`src/rtl/ftdi_uart_rx.sv`:
```
// FTDI async-serial receiver: 2-flop synchronizer, mid-bit sampling FSM,
// first-word-fall-through receive FIFO and registered RTS# flow control.
module ftdi_uart_rx #(
    parameter int CLK_DIV    = 434,
    parameter int FIFO_DEPTH = 16,
    parameter int RTS_MARGIN = 4
) (
    input  logic       clk,
    input  logic       reset,
    input  logic       rxd,
    output logic       rts_n,
    output logic [7:0] rx_data,
    output logic       rx_valid,
    input  logic       rx_ready,
    output logic       frame_error,
    output logic       overrun
);
    localparam int CNT_W    = $clog2(CLK_DIV);
    localparam int PTR_W    = $clog2(FIFO_DEPTH);
    localparam int OCC_W    = PTR_W + 1;
    localparam logic [CNT_W-1:0] HALF_LOAD = CNT_W'(CLK_DIV / 2 - 1);
    localparam logic [CNT_W-1:0] BIT_LOAD  = CNT_W'(CLK_DIV - 1);
    localparam logic [OCC_W-1:0] FULL_CNT  = OCC_W'(FIFO_DEPTH);
    localparam logic [OCC_W-1:0] RTS_LVL   = OCC_W'(FIFO_DEPTH - RTS_MARGIN);

    typedef enum logic [2:0] {IDLE, START, DATA, STOP, RECOVER} state_e;

    logic             rx_meta_q, rx_meta_d;
    logic             rxs_q, rxs_d;
    state_e           state_q, state_d;
    logic [CNT_W-1:0] cnt_q, cnt_d;
    logic [2:0]       bit_q, bit_d;
    logic [7:0]       shreg_q, shreg_d;
    logic             fe_q, fe_d;
    logic             ov_q, ov_d;
    logic             rts_n_q, rts_n_d;
    logic [PTR_W-1:0] wptr_q, wptr_d;
    logic [PTR_W-1:0] rptr_q, rptr_d;
    logic [OCC_W-1:0] count_q, count_d;
    logic [7:0]       mem_q [FIFO_DEPTH];

    logic push, pop, full, wr_en;

    // Receive framing
    always_comb begin
        rx_meta_d = rxd;
        rxs_d     = rx_meta_q;
        state_d   = state_q;
        cnt_d     = cnt_q;
        bit_d     = bit_q;
        shreg_d   = shreg_q;
        push      = 1'b0;
        fe_d      = 1'b0;
        case (state_q)
            IDLE: begin
                if (!rxs_q) begin
                    state_d = START;
                    cnt_d   = HALF_LOAD;
                end
            end
            START: begin
                if (cnt_q != '0) begin
                    cnt_d = cnt_q - CNT_W'(1);
                end else if (rxs_q) begin
                    state_d = IDLE;
                end else begin
                    state_d = DATA;
                    cnt_d   = BIT_LOAD;
                    bit_d   = 3'd0;
                end
            end
            DATA: begin
                if (cnt_q != '0) begin
                    cnt_d = cnt_q - CNT_W'(1);
                end else begin
                    shreg_d = {rxs_q, shreg_q[7:1]};
                    cnt_d   = BIT_LOAD;
                    bit_d   = bit_q + 3'd1;
                    if (bit_q == 3'd7) state_d = STOP;
                end
            end
            STOP: begin
                if (cnt_q != '0) begin
                    cnt_d = cnt_q - CNT_W'(1);
                end else if (rxs_q) begin
                    push    = 1'b1;
                    state_d = IDLE;
                end else begin
                    fe_d    = 1'b1;
                    state_d = RECOVER;
                end
            end
            RECOVER: begin
                // A held-low line must not look like a fresh start bit.
                if (rxs_q) state_d = IDLE;
            end
            default: state_d = IDLE;
        endcase
    end

    // FIFO bookkeeping; a pop frees the slot a same-cycle push needs
    always_comb begin
        rx_valid = (count_q != '0);
        full     = (count_q == FULL_CNT);
        pop      = rx_valid & rx_ready;
        wr_en    = push & (~full | pop);
        ov_d     = push & full & ~pop;
        wptr_d   = wr_en ? wptr_q + PTR_W'(1) : wptr_q;
        rptr_d   = pop ? rptr_q + PTR_W'(1) : rptr_q;
        count_d  = count_q;
        if (wr_en && !pop)      count_d = count_q + OCC_W'(1);
        else if (!wr_en && pop) count_d = count_q - OCC_W'(1);
        rts_n_d  = (count_d >= RTS_LVL);
        rx_data  = rx_valid ? mem_q[rptr_q] : 8'h00;
    end

    always_ff @(posedge clk) begin
        if (reset) begin
            rx_meta_q <= 1'b1;
            rxs_q     <= 1'b1;
            state_q   <= IDLE;
            cnt_q     <= '0;
            bit_q     <= 3'd0;
            shreg_q   <= 8'h00;
            fe_q      <= 1'b0;
            ov_q      <= 1'b0;
            rts_n_q   <= 1'b1;
            wptr_q    <= '0;
            rptr_q    <= '0;
            count_q   <= '0;
        end else begin
            rx_meta_q <= rx_meta_d;
            rxs_q     <= rxs_d;
            state_q   <= state_d;
            cnt_q     <= cnt_d;
            bit_q     <= bit_d;
            shreg_q   <= shreg_d;
            fe_q      <= fe_d;
            ov_q      <= ov_d;
            rts_n_q   <= rts_n_d;
            wptr_q    <= wptr_d;
            rptr_q    <= rptr_d;
            count_q   <= count_d;
        end
    end

    always_ff @(posedge clk) begin
        if (!reset && wr_en) mem_q[wptr_q] <= shreg_q;
    end

    assign rts_n       = rts_n_q;
    assign frame_error = fe_q;
    assign overrun     = ov_q;

endmodule

```
`config.mk`:
```
export PLATFORM = sky130hd
export DESIGN_NAME = ftdi_uart_rx
export DESIGN_NICKNAME = d
export VERILOG_FILES = /design/src/rtl/ftdi_uart_rx.sv
export SDC_FILE = /design/constraint.sdc
export NUM_CORES = 1
export LEC_CHECK = 0
export CAP_MARGIN = 20
export CORE_MARGIN = 2
export CORE_UTILIZATION = 50
export CTS_BUF_LIST = sky130_fd_sc_hd__clkbuf_16
export DETAILED_ROUTE_END_ITERATION = 10
export DONT_BUFFER_PORTS = 1
export GPL_ROUTABILITY_DRIVEN = 0
export PLACE_DENSITY_LB_ADDON = 0.08
export SYNTH_ARGS = -nofsm -noshare
export SYNTH_HDL_FRONTEND = slang
export SYNTH_SLANG_ARGS = --single-unit
```
`constraint.sdc`:
```
create_clock -name clk -period 8 [get_ports clk]
set_input_delay 0 -clock clk [delete_from_list [all_inputs] [get_ports clk]]
set_output_delay 0 -clock clk [all_outputs]
set_load 0.005 [all_outputs]
```
==> results.json <==
{
  "hpwl_mm": 9.23,
  "fin_crit_sh_pct": 39.8,
  "finClkSkew_ns": 0.0117,
  "worstRegToRegCells": 7,
  "rrSetupSlack_ns": 4.82,
  "fin_area_um2": 7890,
  "core_um2": 13900,
  "grt_first_pass_wirelength_mm": 22.3,
  "num_rows": 43,
  "drc_errors": 0,
  "relSlewSlack_pct": 29.4,
  "insertion_delay_ns": 0.43,
  "cp_max_fo": 8,
  "fin_ws_ns": 4.82,
  "grt_start_max_net_pins": 43,
  "yosys.cell_types.count": 53,
  "clockRootBuffer": "clkbuf_16",
  "syn_inst": 467,
  "cp.required_ns": 8.04,
  "dp_slack_ns": 4.75,
  "grt_pass1_vias": 3928,
  "post-route-util_pct": 56.8,
  "ys_warn_count": 0,
  "seqPwrFrac_pct": 45.7,
  "cts_buffer_depth": 2,
  "routed_wl_mm": 14.2,
  "dp.cells": 624,
  "worstPathArrival_ns": 3.22,
  "rsz0062_at_grt": "no",
  "tightest_slew_ns": 1.05,
  "ir_worst_vdd_mv": 0.174,
  "fin_nets": 486,
  "routed_via_density": 5.86,
  "fp.dieH_um": 123,
  "setup_tns_ns": 0,
  "layout-drive-gt1-share_pct": 18.2,
  "hold_viol": 0,
  "vias": 3888,
  "power_mw": 2.19,
  "startpoint_type": "flop",
  "clkPwrFrac_pct": 34.6,
  "cts_tree": "yes",
  "cts_sinks": 173,
  "ys_seq_area_share_pct": 66.6,
  "placedInstanceArea_um2": 7270,
  "portBuffers": 0,
  "syn2layout_area_growth_pct": 10.7,
  "wl_per_cell_um": 21.4,
  "outcome": "complete, no violations",
  "drt_iter0_drc": 318,
  "syn-cell-area_um2": 7120,
  "final_common_cell": "edfxtp_1",
  "combPwrFrac_pct": 19.6,
  "p_int_mw": 1.61,
  "io_pins": 16,
  "min_period_ns": 3.18,
  "synth_seq_cells": 173,
  "overflow": 0,
  "holdPathStages": 4,
  "final_cell_mix": "edfxtp_1, dfxtp_1, mux4_2, nand2_1, nor2_1",
  "postSynthAreaPerCell_um2": 15.3,
  "insertedDiodeCount": 0,
  "antenna_left": 0,
  "antenna_found_initial": 0,
  "htree_levels": 4,
  "report.final.slew_viol_count": 0,
  "p_switching_uw": 581,
  "p_sw_share_pct": 26.6,
  "setup_violations": 0,
  "grt_use_total_pct": 20.8,
  "cts_buffers": 17,
  "clk_pin_slew_ns": 0.06,
  "critPathCaptureType": "flop",
  "power_leakage_nw": 2.55,
  "min_path_type": "in -> reg",
  "finalNonFillerCells": 664,
  "whs_ns": 0.0442,
  "clock.fmax_mhz": 314,
  "cts_setup_buffers": 0,
  "die_w_um": 123,
  "syn_nets": 482,
  "drt-pass1-iter-count": 4,
  "cellPowerDensity_nw_per_um2": 277,
  "critPathKind": "reg -> reg",
  "initial_core_util_pct": 51.3,
  "max_cap_violations": 0,
  "dieArea_um2": 15200
}
-- cell families after synthesis --
family | Yosys count | share of synthesized area (%)
buffers and inverters | 36 | 1.97
AND/OR/NAND/NOR | 137 | 9.71
multiplexers | 46 | 13.5
flip-flops | 173 | 66.6
XOR/XNOR | 11 | 1.35
AO/OA/AOI/OAI | 53 | 4.95
adder cells (fa/ha/maj) | 11 | 1.93
-- worst max-delay path, stage by stage, from the launching register on --
cell and delay [ns]:
dfxtp_1 0.34, inv_1 0.09, ha_1 0.16, nor4b_1 0.39, nand4_2 0.34, nor3_1 0.45, nand2_1 0.20, nor3_1 0.84
-- registers in the layout, indices dropped and copies added (netlist names), 3 cells and up, named ones only --
register / cells
wptr_q: 4
shreg_q: 8
bit_q: 3
mem_q: 128
cnt_q: 9
rptr_q: 4
count_q: 5
state_q: 3
-- path summary, 6_finish.rpt --
path	startpoint	to
worst max-delay path	cnt_q[0]	mem_q[1][3]
worst min-delay path	rx_ready	count_q[3]
worst max register to register	cnt_q[0]	mem_q[1][3]
worst min register to register	rx_meta_q	rxs_q
-- final cells by class --
cell class,instances,area (um^2)
fillers,1122,5990
flip-flops and latches,173,4750
multi-input cells,258,2240
clock buffers,17,425
well taps,180,225
clock inverters,15,123
repair buffers,10,90.1
inverters,11,41.3
-- power groups by stage --
stage	Clock [mW]	Sequential, mW	Combinational [mW]
2_1_floorplan	0	1.01	0.346
3_3_place_gp	0	1.02	0.428
3_5_place_dp	0	1.02	0.430
4_1_cts	0.776	1.00	0.437
5_1_grt	0.816	1.00	0.470
6_report	0.758	1.00	0.430
-- synth_stat cells (all sizes together) --
library cell	instances	area (um^2)
nor3	16	85.1
a31oi	6	37.5
nand4b	1	8.76
o21a	2	15.0
o221ai	1	8.76
nand4	3	25.0
o22ai	1	6.26
xnor2	6	52.6
and3	1	6.26
mux4	40	901
nor4	3	25.0
edfxtp	128	3840
a211oi	3	27.5
or4b	1	10.0
or2	4	25.0
nand3	9	45.0
nor4b	2	17.5
or4	3	26.3
and2	8	50.1
or3	4	25.0
a32o	1	10.0
or3b	2	17.5
inv	11	41.3
nand2	40	150
mux2i	6	60.1
o32ai	1	8.76
buf	6	27.5
a2111oi	1	15.0
xor2	5	43.8
ha	11	138
nor2	31	116
o311ai	1	8.76
nand2b	4	25.0
nor2b	4	25.0
clkbuf	19	71.3
and3b	1	8.76
a21oi	22	110
a221oi	1	8.76
a21boi	1	7.51
a311oi	3	26.3
dfxtp	45	901
o21ai	7	46.3
a211o	1	8.76
a21o	1	7.51
-- routing by layer --
| layer | GRT usage (%) | vias to the layer above | share of wire, % |
|---|---|---|---|
| met1 | 27.7 | 1982 | 42 |
| met4 | 7.46 | 0 | 1.3 |
| met2 | 33.6 | 85 | 52 |
| met5 | 0 | - | 0 |
| li1 | - | 1807 | - |
| met3 | 4.80 | 14 | 4.7 |
-- repair_timing --
item | CTS | global route
endpoints found under the setup margin | 0 | 0
hold endpoints to repair | 45 | 0
hold buffers | 5 | 0
resized for setup | 0 | 0
Power figures use the tool's default switching activity.
